**src/rtl/vga_counter_overlay_if.sv**
```systemverilog
// ============================================================================
// vga_counter_overlay_if : control, counter and pixel bus for the counter overlay
// Rev 1.0
// ============================================================================
`default_nettype none

interface vga_counter_overlay_if #(
  parameter int NUM_CH = 24,
  parameter int VAL_W  = 8
);
  logic                      frame_start;
  logic [NUM_CH*VAL_W-1:0]   vals_flat;
  logic [NUM_CH*10-1:0]      pos_x_flat;
  logic [NUM_CH*9-1:0]       pos_y_flat;
  logic [9:0]                vga_col;
  logic [8:0]                vga_row;
  logic [11:0]               pixel_data;
  logic                      pixel_hit;
  logic                      busy;
  logic                      overrun;

  modport master (
    output frame_start, vals_flat, pos_x_flat, pos_y_flat, vga_col, vga_row,
    input  pixel_data, pixel_hit, busy, overrun
  );

  modport slave (
    input  frame_start, vals_flat, pos_x_flat, pos_y_flat, vga_col, vga_row,
    output pixel_data, pixel_hit, busy, overrun
  );
endinterface

`default_nettype wire

```
**src/rtl/vga_counter_overlay.sv**
```systemverilog
// ============================================================================
// vga_counter_overlay : N-channel seven-segment counter overlay with one shared
// double-dabble engine. Optional macro VGA_OVERLAY_LZB_EN: leading-zero blanking.
// Rev 1.0
// ============================================================================
`default_nettype none

module vga_counter_overlay #(
  parameter int          NUM_CH      = 24,
  parameter int          VAL_W       = 8,
  parameter int          DIGITS      = 3,
  parameter int          DIGIT_PITCH = 12,
  parameter logic [11:0] FG_COLOR    = 12'hFFF
) (
  input  logic                  clk,
  input  logic                  rst,
  vga_counter_overlay_if.slave  bus
);

  localparam int c_CHW   = (NUM_CH > 1) ? $clog2(NUM_CH) : 1;
  localparam int c_CNTW  = $clog2(VAL_W) + 1;
  localparam int c_KW    = (DIGITS > 1) ? $clog2(DIGITS) : 1;
  localparam int c_DW    = 4 * DIGITS;
  localparam int c_NFULL = (VAL_W + 2) / 3;
  localparam int c_NB    = (c_NFULL > DIGITS) ? c_NFULL : DIGITS;
  localparam int c_BW    = 4 * c_NB;
  localparam int c_SPAN  = DIGITS * DIGIT_PITCH;
  localparam logic [63:0] c_MAXV = (64'd10 ** DIGITS) - 64'd1;

  localparam logic [1:0] c_IDLE   = 2'd0;
  localparam logic [1:0] c_LOAD   = 2'd1;
  localparam logic [1:0] c_SHIFT  = 2'd2;
  localparam logic [1:0] c_COMMIT = 2'd3;

  logic [1:0]        state_q, state_d;
  logic [c_CHW-1:0]  ch_q, ch_d;
  logic [c_CNTW-1:0] cnt_q, cnt_d;
  logic              busy_q, busy_d;
  logic              overrun_q, overrun_d;

  logic [VAL_W-1:0]  snap_q   [NUM_CH];
  logic [c_DW-1:0]   shadow_q [NUM_CH];
  logic [c_DW-1:0]   disp_q   [NUM_CH];
  logic [VAL_W-1:0]  bin_q;
  logic [c_BW-1:0]   bcd_q;

  logic [c_BW-1:0]   w_bcd_adj, w_bcd_next;
  logic [c_DW-1:0]   w_result;
  logic              w_sat, w_last_shift;

  always_comb begin
    w_bcd_adj = bcd_q;
    for (int n = 0; n < c_NB; n++) begin
      if (bcd_q[4*n +: 4] >= 4'd5) w_bcd_adj[4*n +: 4] = bcd_q[4*n +: 4] + 4'd3;
    end
  end

  assign w_bcd_next   = (w_bcd_adj << 1) | c_BW'(bin_q[VAL_W-1]);
  // Values beyond the displayable range are clamped to all nines.
  assign w_sat        = 64'(snap_q[ch_q]) > c_MAXV;
  assign w_result     = w_sat ? {DIGITS{4'h9}} : w_bcd_next[c_DW-1:0];
  assign w_last_shift = (cnt_q == c_CNTW'(VAL_W - 1));

  always_comb begin
    state_d   = state_q;
    ch_d      = ch_q;
    cnt_d     = cnt_q;
    busy_d    = busy_q;
    overrun_d = overrun_q | (bus.frame_start & busy_q);
    case (state_q)
      c_IDLE: if (bus.frame_start) begin
        ch_d    = '0;
        busy_d  = 1'b1;
        state_d = c_LOAD;
      end
      c_LOAD: begin
        cnt_d   = '0;
        state_d = c_SHIFT;
      end
      c_SHIFT: begin
        cnt_d = cnt_q + 1'b1;
        if (w_last_shift) begin
          if (ch_q == c_CHW'(NUM_CH - 1)) begin
            state_d = c_COMMIT;
          end else begin
            ch_d    = ch_q + 1'b1;
            state_d = c_LOAD;
          end
        end
      end
      c_COMMIT: begin
        busy_d  = 1'b0;
        state_d = c_IDLE;
      end
      default: state_d = c_IDLE;
    endcase
  end

  always_ff @(posedge clk or negedge rst) begin
    if (!rst) begin
      state_q   <= c_IDLE;
      ch_q      <= '0;
      cnt_q     <= '0;
      busy_q    <= 1'b0;
      overrun_q <= 1'b0;
    end else begin
      state_q   <= state_d;
      ch_q      <= ch_d;
      cnt_q     <= cnt_d;
      busy_q    <= busy_d;
      overrun_q <= overrun_d;
    end
  end

  // Display registers only move in COMMIT so a frame never shows mixed values.
  always_ff @(posedge clk or negedge rst) begin
    if (!rst) begin
      bin_q <= '0;
      bcd_q <= '0;
      for (int i = 0; i < NUM_CH; i++) begin
        snap_q[i]   <= '0;
        shadow_q[i] <= '0;
        disp_q[i]   <= '0;
      end
    end else begin
      case (state_q)
        c_IDLE: if (bus.frame_start) begin
          for (int i = 0; i < NUM_CH; i++) snap_q[i] <= bus.vals_flat[i*VAL_W +: VAL_W];
        end
        c_LOAD: begin
          bin_q <= snap_q[ch_q];
          bcd_q <= '0;
        end
        c_SHIFT: begin
          bin_q <= bin_q << 1;
          bcd_q <= w_bcd_next;
          if (w_last_shift) shadow_q[ch_q] <= w_result;
        end
        default: begin
          for (int i = 0; i < NUM_CH; i++) disp_q[i] <= shadow_q[i];
        end
      endcase
    end
  end

  logic [10:0]       w_dx [NUM_CH];
  logic [9:0]        w_dy [NUM_CH];
  logic [NUM_CH-1:0] w_in;

  for (genvar gi = 0; gi < NUM_CH; gi++) begin : g_ch
    logic [9:0] w_px;
    logic [8:0] w_py;
    assign w_px     = bus.pos_x_flat[gi*10 +: 10];
    assign w_py     = bus.pos_y_flat[gi*9 +: 9];
    assign w_dx[gi] = {1'b0, bus.vga_col} - {1'b0, w_px};
    assign w_dy[gi] = {1'b0, bus.vga_row} - {1'b0, w_py};
    assign w_in[gi] = (bus.vga_col >= w_px) && (bus.vga_row >= w_py) &&
                      (w_dx[gi] < 11'(c_SPAN)) && (w_dy[gi] < 10'd16);
  end

  logic              w_hit;
  logic [c_CHW-1:0]  w_sel;
  logic [10:0]       w_sel_dx, w_lx;
  logic [3:0]        w_sel_dy;
  logic [c_KW-1:0]   w_k;

  // Descending scan so the lowest-indexed overlapping channel wins.
  always_comb begin
    w_hit    = 1'b0;
    w_sel    = '0;
    w_sel_dx = '0;
    w_sel_dy = '0;
    for (int i = NUM_CH - 1; i >= 0; i--) begin
      if (w_in[i]) begin
        w_hit    = 1'b1;
        w_sel    = c_CHW'(i);
        w_sel_dx = w_dx[i];
        w_sel_dy = w_dy[i][3:0];
      end
    end
  end

  assign w_k  = c_KW'(w_sel_dx / 11'(DIGIT_PITCH));
  assign w_lx = w_sel_dx % 11'(DIGIT_PITCH);

  logic             hit1_q;
  logic [c_CHW-1:0] ch1_q;
  logic [c_KW-1:0]  k1_q;
  logic [2:0]       lx1_q;
  logic [3:0]       ly1_q;
  logic [11:0]      pix_q;
  logic             pix_hit_q;

  always_ff @(posedge clk or negedge rst) begin
    if (!rst) begin
      hit1_q <= 1'b0;
      ch1_q  <= '0;
      k1_q   <= '0;
      lx1_q  <= '0;
      ly1_q  <= '0;
    end else begin
      hit1_q <= w_hit && (w_lx < 11'd8);
      ch1_q  <= w_sel;
      k1_q   <= w_k;
      lx1_q  <= w_lx[2:0];
      ly1_q  <= w_sel_dy;
    end
  end

  logic [c_DW-1:0] w_disp_sel;
  logic [3:0]      w_nib;
  logic [6:0]      w_seg;
  logic            w_shown, w_mid, w_left, w_right, w_top, w_bot, w_lit;

  assign w_disp_sel = disp_q[ch1_q];
  assign w_nib      = 4'(w_disp_sel >> (4 * (DIGITS - 1 - int'(k1_q))));

`ifdef VGA_OVERLAY_LZB_EN
  assign w_shown = (k1_q == c_KW'(DIGITS - 1)) ||
                   ((w_disp_sel >> (4 * (DIGITS - 1 - int'(k1_q)))) != '0);
`else
  assign w_shown = 1'b1;
`endif

  // Segment order {a,b,c,d,e,f,g}.
  always_comb begin
    case (w_nib)
      4'd0:    w_seg = 7'b1111110;
      4'd1:    w_seg = 7'b0110000;
      4'd2:    w_seg = 7'b1101101;
      4'd3:    w_seg = 7'b1111001;
      4'd4:    w_seg = 7'b0110011;
      4'd5:    w_seg = 7'b1011011;
      4'd6:    w_seg = 7'b1011111;
      4'd7:    w_seg = 7'b1110000;
      4'd8:    w_seg = 7'b1111111;
      4'd9:    w_seg = 7'b1111011;
      default: w_seg = 7'b0000000;
    endcase
  end

  assign w_mid   = (lx1_q >= 3'd1) && (lx1_q <= 3'd6);
  assign w_left  = (lx1_q <= 3'd1);
  assign w_right = (lx1_q >= 3'd6);
  assign w_top   = (ly1_q >= 4'd1) && (ly1_q <= 4'd7);
  assign w_bot   = (ly1_q >= 4'd8) && (ly1_q <= 4'd14);
  assign w_lit   = (w_seg[6] && (ly1_q <= 4'd1) && w_mid)  ||
                   (w_seg[5] && w_right && w_top)           ||
                   (w_seg[4] && w_right && w_bot)           ||
                   (w_seg[3] && (ly1_q >= 4'd14) && w_mid)  ||
                   (w_seg[2] && w_left && w_bot)            ||
                   (w_seg[1] && w_left && w_top)            ||
                   (w_seg[0] && ((ly1_q == 4'd7) || (ly1_q == 4'd8)) && w_mid);

  always_ff @(posedge clk or negedge rst) begin
    if (!rst) begin
      pix_q     <= '0;
      pix_hit_q <= 1'b0;
    end else begin
      pix_hit_q <= hit1_q && w_shown && w_lit;
      pix_q     <= (hit1_q && w_shown && w_lit) ? FG_COLOR : 12'h000;
    end
  end

  assign bus.pixel_data = pix_q;
  assign bus.pixel_hit  = pix_hit_q;
  assign bus.busy       = busy_q;
  assign bus.overrun    = overrun_q;

endmodule

`default_nettype wire

```
**src/flat_wrapper.sv**
```systemverilog
// flat-port wrapper written by rule: the top's interface ports become plain ports
module vga_counter_overlay_flat 
#(
  parameter int          NUM_CH      = 24,
  parameter int          VAL_W       = 8,
  parameter int          DIGITS      = 3,
  parameter int          DIGIT_PITCH = 12,
  parameter logic [11:0] FG_COLOR    = 12'hFFF
)
  (clk, rst, bus_frame_start, bus_vals_flat, bus_pos_x_flat, bus_pos_y_flat, bus_vga_col, bus_vga_row, bus_pixel_data, bus_pixel_hit, bus_busy, bus_overrun);
  vga_counter_overlay_if #(.NUM_CH(NUM_CH), .VAL_W(VAL_W)) bus_i ();
  input  logic clk;
  input  logic rst;
  input wire logic [$bits(bus_i.frame_start)-1:0] bus_frame_start;
  input wire logic [$bits(bus_i.vals_flat)-1:0] bus_vals_flat;
  input wire logic [$bits(bus_i.pos_x_flat)-1:0] bus_pos_x_flat;
  input wire logic [$bits(bus_i.pos_y_flat)-1:0] bus_pos_y_flat;
  input wire logic [$bits(bus_i.vga_col)-1:0] bus_vga_col;
  input wire logic [$bits(bus_i.vga_row)-1:0] bus_vga_row;
  output wire logic [$bits(bus_i.pixel_data)-1:0] bus_pixel_data;
  output wire logic [$bits(bus_i.pixel_hit)-1:0] bus_pixel_hit;
  output wire logic [$bits(bus_i.busy)-1:0] bus_busy;
  output wire logic [$bits(bus_i.overrun)-1:0] bus_overrun;
  assign bus_i.frame_start = bus_frame_start;
  assign bus_i.vals_flat = bus_vals_flat;
  assign bus_i.pos_x_flat = bus_pos_x_flat;
  assign bus_i.pos_y_flat = bus_pos_y_flat;
  assign bus_i.vga_col = bus_vga_col;
  assign bus_i.vga_row = bus_vga_row;
  assign bus_pixel_data = bus_i.pixel_data;
  assign bus_pixel_hit = bus_i.pixel_hit;
  assign bus_busy = bus_i.busy;
  assign bus_overrun = bus_i.overrun;
  vga_counter_overlay #(.NUM_CH(NUM_CH), .VAL_W(VAL_W), .DIGITS(DIGITS), .DIGIT_PITCH(DIGIT_PITCH), .FG_COLOR(FG_COLOR)) u_core (.clk(clk), .rst(rst), .bus(bus_i));
endmodule
```
**config.mk**
```make
export PLATFORM = sky130hd
export DESIGN_NAME = vga_counter_overlay_flat
export DESIGN_NICKNAME = d
export VERILOG_FILES = /design/src/rtl/vga_counter_overlay_if.sv /design/src/rtl/vga_counter_overlay.sv /design/src/flat_wrapper.sv
export SDC_FILE = /design/constraint.sdc
export NUM_CORES = 2
export LEC_CHECK = 0
export ABC_CLOCK_PERIOD_IN_PS = 4000
export BUFFER_PORTS_ARGS = -buffer_cell sky130_fd_sc_hd__buf_4
export CELL_PAD_IN_SITES_DETAIL_PLACEMENT = 2
export CELL_PAD_IN_SITES_GLOBAL_PLACEMENT = 2
export CORE_MARGIN = 3
export CORE_UTILIZATION = 34
export CTS_CLUSTER_DIAMETER = 40
export DETAILED_ROUTE_END_ITERATION = 8
export PLACE_DENSITY_LB_ADDON = 0.1
export SYNTH_ARGS = -nofsm -noshare
export SYNTH_HDL_FRONTEND = slang
export SYNTH_SLANG_ARGS = --single-unit
export TNS_END_PERCENT = 100
```
**constraint.sdc**
```tcl
create_clock -name clk -period 4 [get_ports clk]
set_input_delay 0.6 -clock clk [delete_from_list [all_inputs] [get_ports clk]]
set_output_delay 0.6 -clock clk [all_outputs]
set_load 0.02 [all_outputs]
```
==> summary.md <==
| Metric | Value |
|---|---|
| Drt via density | `5.58` |
| DRC | `0` |
| CTS Buf Count | `103` |
| Worst VDD drop | `0.672 mV` |
| CP max stage delay | `470 ps` |
| Buffers added on ports | `684` |
| Sink Count | `817` |
| Status | `complete, but fails checks` |
| First-pass GRT wire length | `444000 microns` |
| CTS Root Cell | `clkbuf_16` |
| Initial antenna violation count | `33` |
| Combinational power share | `0.367` |
| Met1 GRT Util | `0.396` |
| CTS H-Tree Depth | `3` |
| Int Power | `20700 uW` |
| Seq/Total Area, Yosys | `0.339` |
| Vias | `60500` |
| Fin. Hold Viols | `17` |
| Vias in the first global route | `67900` |
| First-pass iteration count of the detailed router | `5` |
| Initial Utilization | `0.342` |
| Clock Path Buffers | `3` |
| Most common cell in the netlist | `dfrtp_1` |
| Critical path depth in cells | `23` |
| Synth warnings | `0` |
| Leak | `0.0415 uW` |
| Most frequent cells after synthesis | `dfrtp_1, inv_1, mux2_2` |
| EDFF count, synth | `0` |
| Flop pwr share | `0.323` |
| Max-slew violations | `0` |
| Max Cap Viol | `0` |
| Hold WS | `-61.0 ps` |
| PwrDens | `371 mW/mm^2` |
| RSZ-0062 raised after global routing | `true` |
| WL final | `307000 microns` |
| Core ar. | `0.176 sq mm` |
| Total gr overflow | `0` |
| CTS tree | `built` |
| Critical-path top delay cell | `or3b_2` |
| Critical Path RT | `4600 ps` |
| Final #Nets | `9593` |
| Average cell area after synthesis | `9.56 sq um` |
| Worst-Margin Slew | `1150 ps` |
| Max Fanout on Critical Path | `6` |
| Leading area contributor after synthesis | `dfrtp_1` |
| Place WS | `-1730 ps` |
| Placer Congestion | `0.939` |
| Async SR Flop Fraction | `1.00` |
| Die footprint | `0.183 sq mm` |
| Period utilization | `1.11` |
| Clock skew | `49.8 ps` |
| Critical Path Source Type | `input port` |
| GRT busiest layer | `met2` |
| Setup TNS | `-3140 ps` |
| Clock transition at path regs | `60 ps` |
| Most used DFF post-synth | `dfrtp_1` |
| Switching power share of the total | `0.350` |
| Area Overhead vs Synth | `42.1%` |
| Top post-synthesis cells by area | `dfrtp_1, mux2_2, ha_1` |
| Yosys reg bits | `817` |
| Failing checks | `negative hold slack, negative setup slack` |
| Post-Syn Nets | `7514` |
| GR Layer Usage met2 | `0.555` |
| Mapped cell area | `0.0604 sq mm` |
| Hold WC Path Type | `in2async` |
| Drt initial violations | `3333` |
| Setup CP Type | `in2reg` |
| Clock Latency Late Sink | `720 ps` |
| HPWL Detailed | `230000 microns` |
| I/O pin count | `685` |
| Clk pwr share | `0.310` |
| Total track usage | `0.324` |
| DIE HEIGHT | `427 microns` |
| Tmin final | `4450 ps` |
| Switch Pwr | `11100 uW` |
| Share of the synthesized area in the top cell type | `0.339` |
| WL/cell | `28.4 microns` |
| Number of setup violations in the final report | `12` |
| Layout cells sized above 1 | `0.411` |
| Delay-heaviest family, CP | `compound AO/OA/AOI/OAI gates` |
| Reg2Reg Depth | `17` |
| Crit-path cells | `buf_8 > clkinvlp_4 > buf_12 > buf_12 > ha_1 > inv_1 > fa_2 > a211oi_2 > nor2_1 > or3_1 > and4_1 > o2111ai_2 > nor3b_4 > buf_4 > or3b_2 > a311oi_2 > buf_4 > nor3_1 > o21ai_2 > buf_6 > a31oi_4 > o211a_1 > a221oi_2` |
| Mapped Cells | `6319` |
| Core Rows | `154` |
| Fmax | `0.225 GHz` |
| Largest net degree at the start of global routing | `103` |
| Met3 usage | `0.0353` |
| WP buf/inv | `8` |
| Die X | `427 microns` |
| Antenna viol nets, final | `0` |
| Max-slew headroom | `0.233` |
| Worst setup margin | `-452 ps` |
| Crit end category | `flip-flop` |
| Post-synth cell types | `97` |
| Worst Path Arrival | `5050 ps` |
[per-stage QoR]
stage | std cells | hold slack [ps] | power, uW | cell area, sq um | utilization
finish | 10800 | -61.0 | 31900 | 85800 | 0.486
global route | 10800 | 12.6 | 33300 | 85800 | 0.486
CTS | 10800 | 4.80 | 31800 | 84500 | 0.479
detailed placement | 10500 | 465 | 21200 | 79100 | 0.449
global placement | 10500 | 443 | 20600 | 79100 | 0.449
floorplan | 6319 | 304 | 16000 | 60400 | -
[layer usage]
| layer | vias up | routed length [microns] |
|---|---|---|
| met4 | 20 | 19500 |
| met3 | 570 | 12000 |
| met2 | 1459 | 151000 |
| met1 | 31300 | 124000 |
| li1 | 27100 | - |
| met5 | - | 172 |
[cells by family after synthesis]
logic type,after synthesis,share of synthesized area
adder cells (fa/ha/maj),525,0.115
buffers and inverters,841,0.0533
AND/OR/NAND/NOR,1651,0.136
AO/OA/AOI/OAI,1586,0.173
multiplexers,730,0.160
flip-flops,817,0.339
XOR/XNOR,169,0.0245
[flip-flops by register name, summed over array words and instances, names as in the netlist]
register	flops
u_core.ch_q	5
u_core.bus.busy	1
u_core.hit1_q	1
u_core.snap_q	192
u_core.state_q	2
u_core.disp_q	288
u_core.cnt_q	4
u_core.bcd_q	12
u_core.shadow_q	288
u_core.bin_q	8
u_core.lx1_q	3
u_core.k1_q	2
u_core.ly1_q	4
u_core.bus.overrun	1
u_core.ch1_q	5
u_core.bus.pixel_data	1
[power groups by stage]
| stage | registers, uW | logic, uW | clock network (uW) |
|---|---|---|---|
| final | 10300 | 11700 | 9870 |
| after CTS | 10300 | 11400 | 10000 |
| after global routing | 10400 | 12500 | 10400 |
| after floorplan | 9840 | 6190 | 0 |
| after global placement | 10100 | 10500 | 0 |
| after detailed placement | 10300 | 10900 | 0 |
[final cells by class]
cell class | count | area (sq um)
antenna | 15 | 37.5
inverter | 586 | 2220
tap | 2340 | 2930
fill | 18600 | 90500
clock inverter | 68 | 777
sequential | 817 | 20500
multi-input combinational | 4661 | 38800
clock buffer | 123 | 2830
timing repair buffer | 2229 | 17700
[timing repair]
| item | 4_1_cts | 5_1_grt |
|---|---|---|
| resized for setup | 270 | 217 |
| pin swaps | 103 | 115 |
| setup endpoints to repair | 16 | 16 |
| cloned | 4 | 1 |
| buffers inserted | 62 | 40 |
| hold buffers | 0 | 0 |
[worst paths after layout]
check / startpoint / end / slack [ps]
min in group clk: bus_vals_flat[138] / u_core.snap_q[50] / 110
setup reg to reg: u_core.ch1_q[0] / u_core.bus.pixel_data[10] / 90
max in group asynchronous: rst / u_core.snap_q[99] / 2860
setup / recovery: bus_vga_col[0] / u_core.lx1_q[0] / -450
hold / removal: rst / u_core.shadow_q[97] / -60
hold reg to reg: u_core.shadow_q[239] / u_core.shadow_q[239] / 470
[cell usage in the layout, fill, tap and decap left out, types with 38 or more instances in the layout]
cell and n:
a211oi_1 54, o21ai_0 495, xor2_1 67, nor3_1 87, nand4_1 43, nand2_1 487, ha_1 463, dfrtp_1 813
buf_12 60, buf_6 40, nor2b_1 89, nand2b_1 92, inv_1 577, or3_1 38, o21a_1 89, nor2_1 372
mux2_2 530, a21o_1 63, a21oi_1 229, clkbuf_16 106, buf_4 2117, o22ai_1 48, o211ai_1 50, nand3_1 84
mux2i_1 58, mux4_2 136, xnor2_1 94
Note: power is estimated with default switching activity, not from simulation.
